==> src/rtl/parity_pkg.sv <==
// Shared types and constants for the parity serial receiver.
// Used by parity_serial_rx and parity_err_counter.
package parity_pkg;

    typedef enum logic [1:0] {
        IDLE,
        DATA,
        PARITY,
        DONE
    } rx_state_t;

    localparam int ERR_CNT_W = 16;

endpackage

==> src/rtl/parity_err_counter.sv <==
// Saturating parity error counter with synchronous clear.
// Instantiated by parity_serial_rx only under PARITY_ERR_COUNT_EN.
module parity_err_counter
    import parity_pkg::*;
(
    input  logic                 clk,
    input  logic                 rst,
    input  logic                 inc,
    input  logic                 clr,
    output logic [ERR_CNT_W-1:0] count
);

    always_ff @(posedge clk or posedge rst) begin
        if (rst) begin
            count <= '0;
        end else if (clr) begin
            count <= '0;
        end else if (inc && (count != '1)) begin
            count <= count + 1'b1;
        end
    end

endmodule

==> src/rtl/parity_serial_rx.sv <==
// Serial word receiver: LSB-first payload followed by a parity bit.
// Define PARITY_ERR_COUNT_EN to add the err_count port and counter.
module parity_serial_rx
    import parity_pkg::*;
#(
    parameter int DATA_W     = 32,
    parameter int ODD_PARITY = 0
) (
    input  logic                 clk,
    input  logic                 rst,
    input  logic                 start,
    input  logic                 bit_valid,
    input  logic                 serial_in,
    input  logic                 err_clr,
    output logic [DATA_W-1:0]    data_out,
    output logic                 word_valid,
    output logic                 parity_err,
`ifdef PARITY_ERR_COUNT_EN
    output logic                 busy,
    output logic [ERR_CNT_W-1:0] err_count
`else
    output logic                 busy
`endif
);

    localparam int   CNT_W = $clog2(DATA_W);
    localparam logic ODD   = (ODD_PARITY != 0);

    rx_state_t        state;
    logic [CNT_W-1:0] bit_cnt;
    logic             par_acc;

    always_ff @(posedge clk or posedge rst) begin
        if (rst) begin
            state      <= IDLE;
            bit_cnt    <= '0;
            par_acc    <= 1'b0;
            data_out   <= '0;
            word_valid <= 1'b0;
            parity_err <= 1'b0;
            busy       <= 1'b0;
        end else begin
            word_valid <= 1'b0;
            unique case (state)
                IDLE: begin
                    if (start) begin
                        state      <= DATA;
                        bit_cnt    <= '0;
                        par_acc    <= 1'b0;
                        data_out   <= '0;
                        parity_err <= 1'b0;
                        busy       <= 1'b1;
                    end
                end
                DATA: begin
                    if (bit_valid) begin
                        data_out[bit_cnt] <= serial_in;
                        par_acc           <= par_acc ^ serial_in;
                        if (bit_cnt == CNT_W'(DATA_W - 1)) begin
                            state <= PARITY;
                        end else begin
                            bit_cnt <= bit_cnt + 1'b1;
                        end
                    end
                end
                PARITY: begin
                    if (bit_valid) begin
                        parity_err <= par_acc ^ serial_in ^ ODD;
                        word_valid <= 1'b1;
                        state      <= DONE;
                    end
                end
                DONE: begin
                    state <= IDLE;
                    busy  <= 1'b0;
                end
                default: begin
                    state <= IDLE;
                    busy  <= 1'b0;
                end
            endcase
        end
    end

`ifdef PARITY_ERR_COUNT_EN
    parity_err_counter u_err_counter (
        .clk   (clk),
        .rst   (rst),
        .inc   (word_valid & parity_err),
        .clr   (err_clr),
        .count (err_count)
    );
`else
    logic unused_err_clr;
    assign unused_err_clr = err_clr;
`endif

endmodule

==> config.mk <==
export PLATFORM = sky130hd
export DESIGN_NAME = parity_serial_rx
export DESIGN_NICKNAME = d
export VERILOG_FILES = /design/src/rtl/parity_pkg.sv /design/src/rtl/parity_err_counter.sv /design/src/rtl/parity_serial_rx.sv
export SDC_FILE = /design/constraint.sdc
export NUM_CORES = 1
export LEC_CHECK = 0
export ABC_AREA = 1
export BUFFER_PORTS_ARGS = -buffer_cell sky130_fd_sc_hd__clkbuf_2
export CAP_MARGIN = 20
export CELL_PAD_IN_SITES_DETAIL_PLACEMENT = 1
export CELL_PAD_IN_SITES_GLOBAL_PLACEMENT = 1
export CORE_ASPECT_RATIO = 0.7
export CORE_MARGIN = 8
export CORE_UTILIZATION = 43
export DETAILED_ROUTE_END_ITERATION = 16
export GPL_TIMING_DRIVEN = 1
export PLACE_DENSITY_LB_ADDON = 0.05
export SETUP_SLACK_MARGIN = 0.05
export SLEW_MARGIN = 20
export SYNTH_ARGS = -nofsm -noshare
export SYNTH_HDL_FRONTEND = slang
export SYNTH_SLANG_ARGS = --single-unit
==> constraint.sdc <==
create_clock -name clk -period 5.1 [get_ports clk]
set_input_delay 0.255 -clock clk [delete_from_list [all_inputs] [get_ports clk]]
set_output_delay 0.255 -clock clk [all_outputs]
set_load 0.1 [all_outputs]
* Word level (Yosys, flattened, before mapping)
Cells that the tools add are included.
** Word-level totals
- Flip-flop bits (word level) :: 43
- Latch bits :: 0
- Bits in writable memories :: 0
- ROM bits :: 0
- Bits of input ports :: 6
- Output and inout bits :: 35
- Word-level logic and storage cells :: 53
- Memories kept :: 0
** Operators by class
- Add/subtract/negate cells :: 1
- $mul :: 0
- Divide/modulo/power cells :: 0
- Order comparisons :: 2
- Equality and inequality tests :: 9
- Shifts and indexed selects :: 0
- Multiplexer cells :: 23
- Bitwise operators :: 1
- Reduce and logical (&&, ||, !) cells :: 10
** Operator list (count)
- two-way mux 32 bit :: 2
- case mux 32 bit (2 select lines) :: 1
- bitwise mux 32 bit :: 1
- two-way mux 5 bit :: 3
- != test 2 bit (second input constant) :: 5
- case mux 5 bit (2 select lines) :: 1
- two-way mux 2 bit :: 4
- case mux 2 bit (4 select lines) :: 1
- AND reduction 4 bit :: 2
- less-than comparator 5 x 6 -> 1 bit (second input constant) :: 1
- two-way mux 1 bit :: 6
- case mux 1 bit (2 select lines) :: 3
- AND reduction 3 bit :: 2
- nonzero test 2 bit :: 3
- adder 5 x 1 -> 5 bit (second input constant) :: 1
- demux 1 bit (select 5 bit) :: 1
- equality test 5 bit (second input constant) :: 1
- >= comparator 5 x 1 -> 1 bit (second input constant) :: 1
- equality test 2 bit (second input constant) :: 2
- equality test 2 x 1 -> 1 bit (second input constant) :: 1
- logical NOT 2 bit :: 1
- AND reduction 2 bit :: 1
- logical AND 1 bit :: 1
- bitwise XOR 1 bit :: 1

* Longest topological paths before layout
- Depth in word-level cells :: 7
- Depth in mapped cells :: 10

* Worst setup path before layout
No wires, ideal clock.
- Kind :: register to register
- Start point :: register bit_cnt[0]
- End point :: register bit_cnt[2]
- Setup time :: 0.083 ns
- Arrival time :: 1.597 ns
- Data required time :: 5.017 ns
- Path slack :: 3.420 ns
- Stages on the path, launching flop included :: 11
- Period minus slack after synthesis :: 1.680 ns
- Cells stage by stage :: dfrtp_1 ha_1 buf_2 nand2_1 nor2_1 ha_1 nand2_1 o21ai_0 nor2_1 nand3_1 o21ai_0
** Between the ends
- Word-level cells in the longest chain between the ends :: 4
** RTL lines
- from (decl) :: line parity_serial_rx.sv:30 : logic [CNT_W-1:0] bit_cnt;
- from (signal assigned) :: line parity_serial_rx.sv:62 : bit_cnt <= bit_cnt + 1'b1;
- adder 5 x 1 -> 5 bit :: line parity_serial_rx.sv:62
- two-way mux 5 bit :: line parity_serial_rx.sv:59 : if (bit_cnt == CNT_W'(DATA_W - 1)) begin
- two-way mux 5 bit :: line parity_serial_rx.sv:56 : if (bit_valid) begin
- case mux 5 bit (2 select lines) :: line parity_serial_rx.sv:44 : unique case (state)
Several ways; a longest one is shown, not always the timed one. The select of a mux whose other input is x is not followed.
A chain may end at the register's enable or synchronous reset.

* Worst setup path after layout
- Start point :: register state[1]
- End point :: register data_out[14]
** Between the ends
- Word-level cells in the longest chain between the ends :: 3
** RTL lines
- from (decl) :: line parity_serial_rx.sv:29 : rx_state_t state;
- from (signal assigned) :: line parity_serial_rx.sv:35 : state <= IDLE;
- from (signal assigned) :: line parity_serial_rx.sv:47 : state <= DATA;
- from (signal assigned) :: line parity_serial_rx.sv:60 : state <= PARITY;
- equality test 2 x 1 -> 1 bit or logical NOT 2 bit (tied branches) :: line parity_serial_rx.sv:44
- != test 2 bit (no line) or nonzero test 2 bit (tied branches)
- AND reduction 3 bit (no line)
- to (signal, indexed assignment) :: line parity_serial_rx.sv:57 : data_out[bit_cnt] <= serial_in;
- to (decl) :: line parity_serial_rx.sv:15 : output logic [DATA_W-1:0] data_out,
Several ways; a longest one is shown, not always the timed one.

==> summary.md <==
| Metric | Value |
|---|---|
| Setup TNS Final | 0 ns |
| Initial antenna violation count | 0 |
| Io pins | 41 |
| Clock transition at the registers of the reported paths | around 0.080 ns |
| Core area | 5640 um2 |
| Hold buffers post-CTS | 0 |
| Setup Skew | just over 0.008 ns |
| Worst-path maximum fanout | 40 |
| DRT Pass-1 Iters | 4 |
| Synth Instances | about 360 |
| CTS resizes | 0 |
| Remaining DRCs | 0 |
| Warnings from Yosys | 0 |
| Post-synth top cells | nand2_1, dfrtp_1, inv_1, nand3_1, o21ai_0 |
| Sequential power share | 0.315 |
| Via count of the first global-routing pass | between 2000 and 2500 |
| Row cnt | 23 |
| HP Class | input port to async pin |
| Share of cells above drive strength 1 | 0.140 |
| Final hold vios | 0 |
| Endpoints failing setup | 0 |
| P_sw | about 0.66 mW |
| Critical path class | flip-flop to flip-flop |
| EDFF count, synth | 0 |
| CTS root buffer | clkbuf_8 |
| Leakage | ~1.7 nW |
| Met1 WL | approximately 3300 um |
| Worst path required time | around 5.3 ns |
| HPWL Detailed | 4530 um |
| Antenna cells | 0 |
| Outcome | complete, no violations |
| CTS HTree Levels | 2 |
| # fillers | between 700 and 800 |
| DR vias/cell | a little under 5 |
| Synthesized area per cell | 6.97 um2 |
| Die area | ~8500 um2 |
| Setup Buffers After CTS | 0 |
| PwrDens | roughly 470 nW/um2 |
| Final period utilization | 0.439 |
| Area Growth Syn to Fin | 11.9% |
| Cell Area, Synth | between 2000 and 2500 um2 |
| Clock sinks | 43 |
| Via Count | approximately 2200 |
| CP Launch Type | flip-flop |
| Wire length on met3 | 233 um |
| Synth Flop Type | dfrtp_1 |
| Most common cell in the netlist | nand2_1 |
| DR top layer | met4 |
| Port Buffers | 39 |
| Starting Density | 0.439 |
| RSZ-0062 raised after global routing | false |
| Total gr overflow | 0 |
| DIE WIDTH | between 100 and 150 um |
| Synth cell types | 17 |
| Longest Clk Path Bufs | 2 |
| Routed WL | 6510 um |
| FF+latch count, synth | 43 |
| Post-Place Cells | between 400 and 500 |
| Nets | 401 |
| Max Freq | about 450 MHz |
| Met2 Routed Length | 2980 um |
| Peak VDD IR | between 200 and 250 uV |
| Post-route ant nets | 0 |
| WP data arrival | around 2.5 ns |
| Largest net degree at the start of global routing | 44 |
| Worst-Skew Late Latency | about 0.30 ns |
| P_int | roughly 0.64 mW |
| Gr usage total | 0.168 |
| Worst slew margin | 0.505 |
| Critical path capture point type | flip-flop |
| Mapped Nets | 370 |
| Post-synthesis sequential area ratio | 0.435 |
| CTS tree | done |
| Clock share of power | 0.171 |
| First-pass GRT wire length | about 12000 um |
| Total CTS buffers | 5 |
| Period minus WS final | ~2.2 ns |
| Yosys top cell by area | dfrtp_1 |
| Synth top area cells | dfrtp_1, nand2_1, inv_1 |
| Logic pwr share | 0.514 |
| Max Cap Viol | 0 |
| Count of non-filler cells in the finished layout | 462 |
| Worst-margin pin slew | roughly 0.74 ns |
| DRT iter0 DRCs | 92 |
| Sw Ratio | 0.507 |
| GPL Wtd Cong | just over 0.7 |
| Die H | between 70 and 80 um |
| Synth top area share | 0.435 |
| Fin. max-slew vios | 0 |
| Asr flop ratio synth | 1.00 |
| DR WL/cell | about 14 um |
-- power groups by stage --
| stage | sequential, mW | combinational (mW) | clock (mW) |
|---|---|---|---|
| floorplan | 0.525 | 0.436 | 0 |
| global placement | 0.411 | 0.657 | 0 |
| detailed placement | 0.415 | 0.669 | 0 |
| CTS | 0.408 | 0.673 | 0.228 |
| global route | 0.412 | 0.754 | 0.242 |
| finish | 0.408 | 0.664 | 0.221 |
-- worst paths after layout --
| path | startpoint | endpoint | slack [ns] | depth (start not counted) |
|---|---|---|---|---|
| min in group clk | bit_valid | word_valid$_DFF_PP0_ | 0.19 | 3 |
| max in group asynchronous | rst | data_out[9]$_DFFE_PP0P_ | 4.64 | 3 |
| worst min-delay path | rst | data_out[19]$_DFFE_PP0P_ | 0.07 | 3 |
| worst max-delay path | state[1]$_DFFE_PP0P_ | data_out[14]$_DFFE_PP0P_ | 2.86 | 8 |
| worst min register to register | data_out[29]$_DFFE_PP0P_ | data_out[29]$_DFFE_PP0P_ | 0.47 | 2 |
| worst max register to register | state[1]$_DFFE_PP0P_ | data_out[14]$_DFFE_PP0P_ | 2.86 | 8 |
-- per-layer routing --
layer / up-vias / GRT usage
li1: 1145 / -
met1: 1068 / 0.220
met2: 31 / 0.277
met3: 2 / 0.0419
met4: 0 / 0.0336
met5: - / 0
-- logic make-up (layout without fill, tap and decap cells) --
family | count (synthesis) | count (layout) | synth area share
and+or+nand+nor | 224 | 224 | 0.373
xor gates and xnor gates | 2 | 2 | 0.00708
adders and majority gates | 9 | 9 | 0.0455
buffers and inverters | 60 | 92 | 0.105
AOI/OAI and AO/OA | 17 | 17 | 0.0344
DFF | 43 | 43 | 0.435
-- layout make-up --
cell class / count / area (um2) / area share
clock inverters: 2 / 12.5 / 0.00452
well taps: 75 / 93.8 / 0.0339
repair buffers: 42 / 218 / 0.0787
clock buffers: 6 / 72.6 / 0.0262
inverters: 42 / 158 / 0.0570
multi-input cells: 252 / 1140 / 0.411
flip-flops and latches: 43 / 1080 / 0.389
-- state kept, by name (all words and copies together) (netlist names) --
register	cells
parity_err	1
state	2
word_valid	1
bit_cnt	5
par_acc	1
busy	1
data_out	32
-- worst max-delay path, stage by stage, from the launching register on --
cell and delay, ns:
dfrtp_1 0.42, inv_1 0.09, ha_1 0.14, buf_4 0.36
nand3_1 0.18, nor2_2 0.49, buf_4 0.34, nand2_1 0.07
nand2_1 0.08
-- through the flow --
step / total power [mW] / util / instance area [um2] / hold slack [ns] / setup WS, ns
2_1_floorplan: 0.961 / - / 2470 / 0.378 / 3.42
3_3_place_gp: 1.07 / 0.476 / 2680 / 0.419 / 2.84
3_5_place_dp: 1.08 / 0.476 / 2680 / 0.429 / 2.85
4_1_cts: 1.31 / 0.491 / 2770 / 0.0996 / 2.84
5_1_grt: 1.41 / 0.491 / 2770 / 0.126 / 2.64
6_report: 1.29 / 0.491 / 2770 / 0.0694 / 2.86
-- layout by cell type, fill, tap and decap left out, drive strengths merged --
| master | count |
|---|---|
| xor2 | 2 |
| ha | 9 |
| nor2 | 13 |
| nand4 | 14 |
| clkbuf | 45 |
| nand2 | 174 |
| clkinv | 4 |
| o21ai | 17 |
| nand3 | 23 |
| clkinvlp | 1 |
| inv | 39 |
| dfrtp | 43 |
| buf | 3 |
Note: power is estimated with default switching activity, not from simulation.
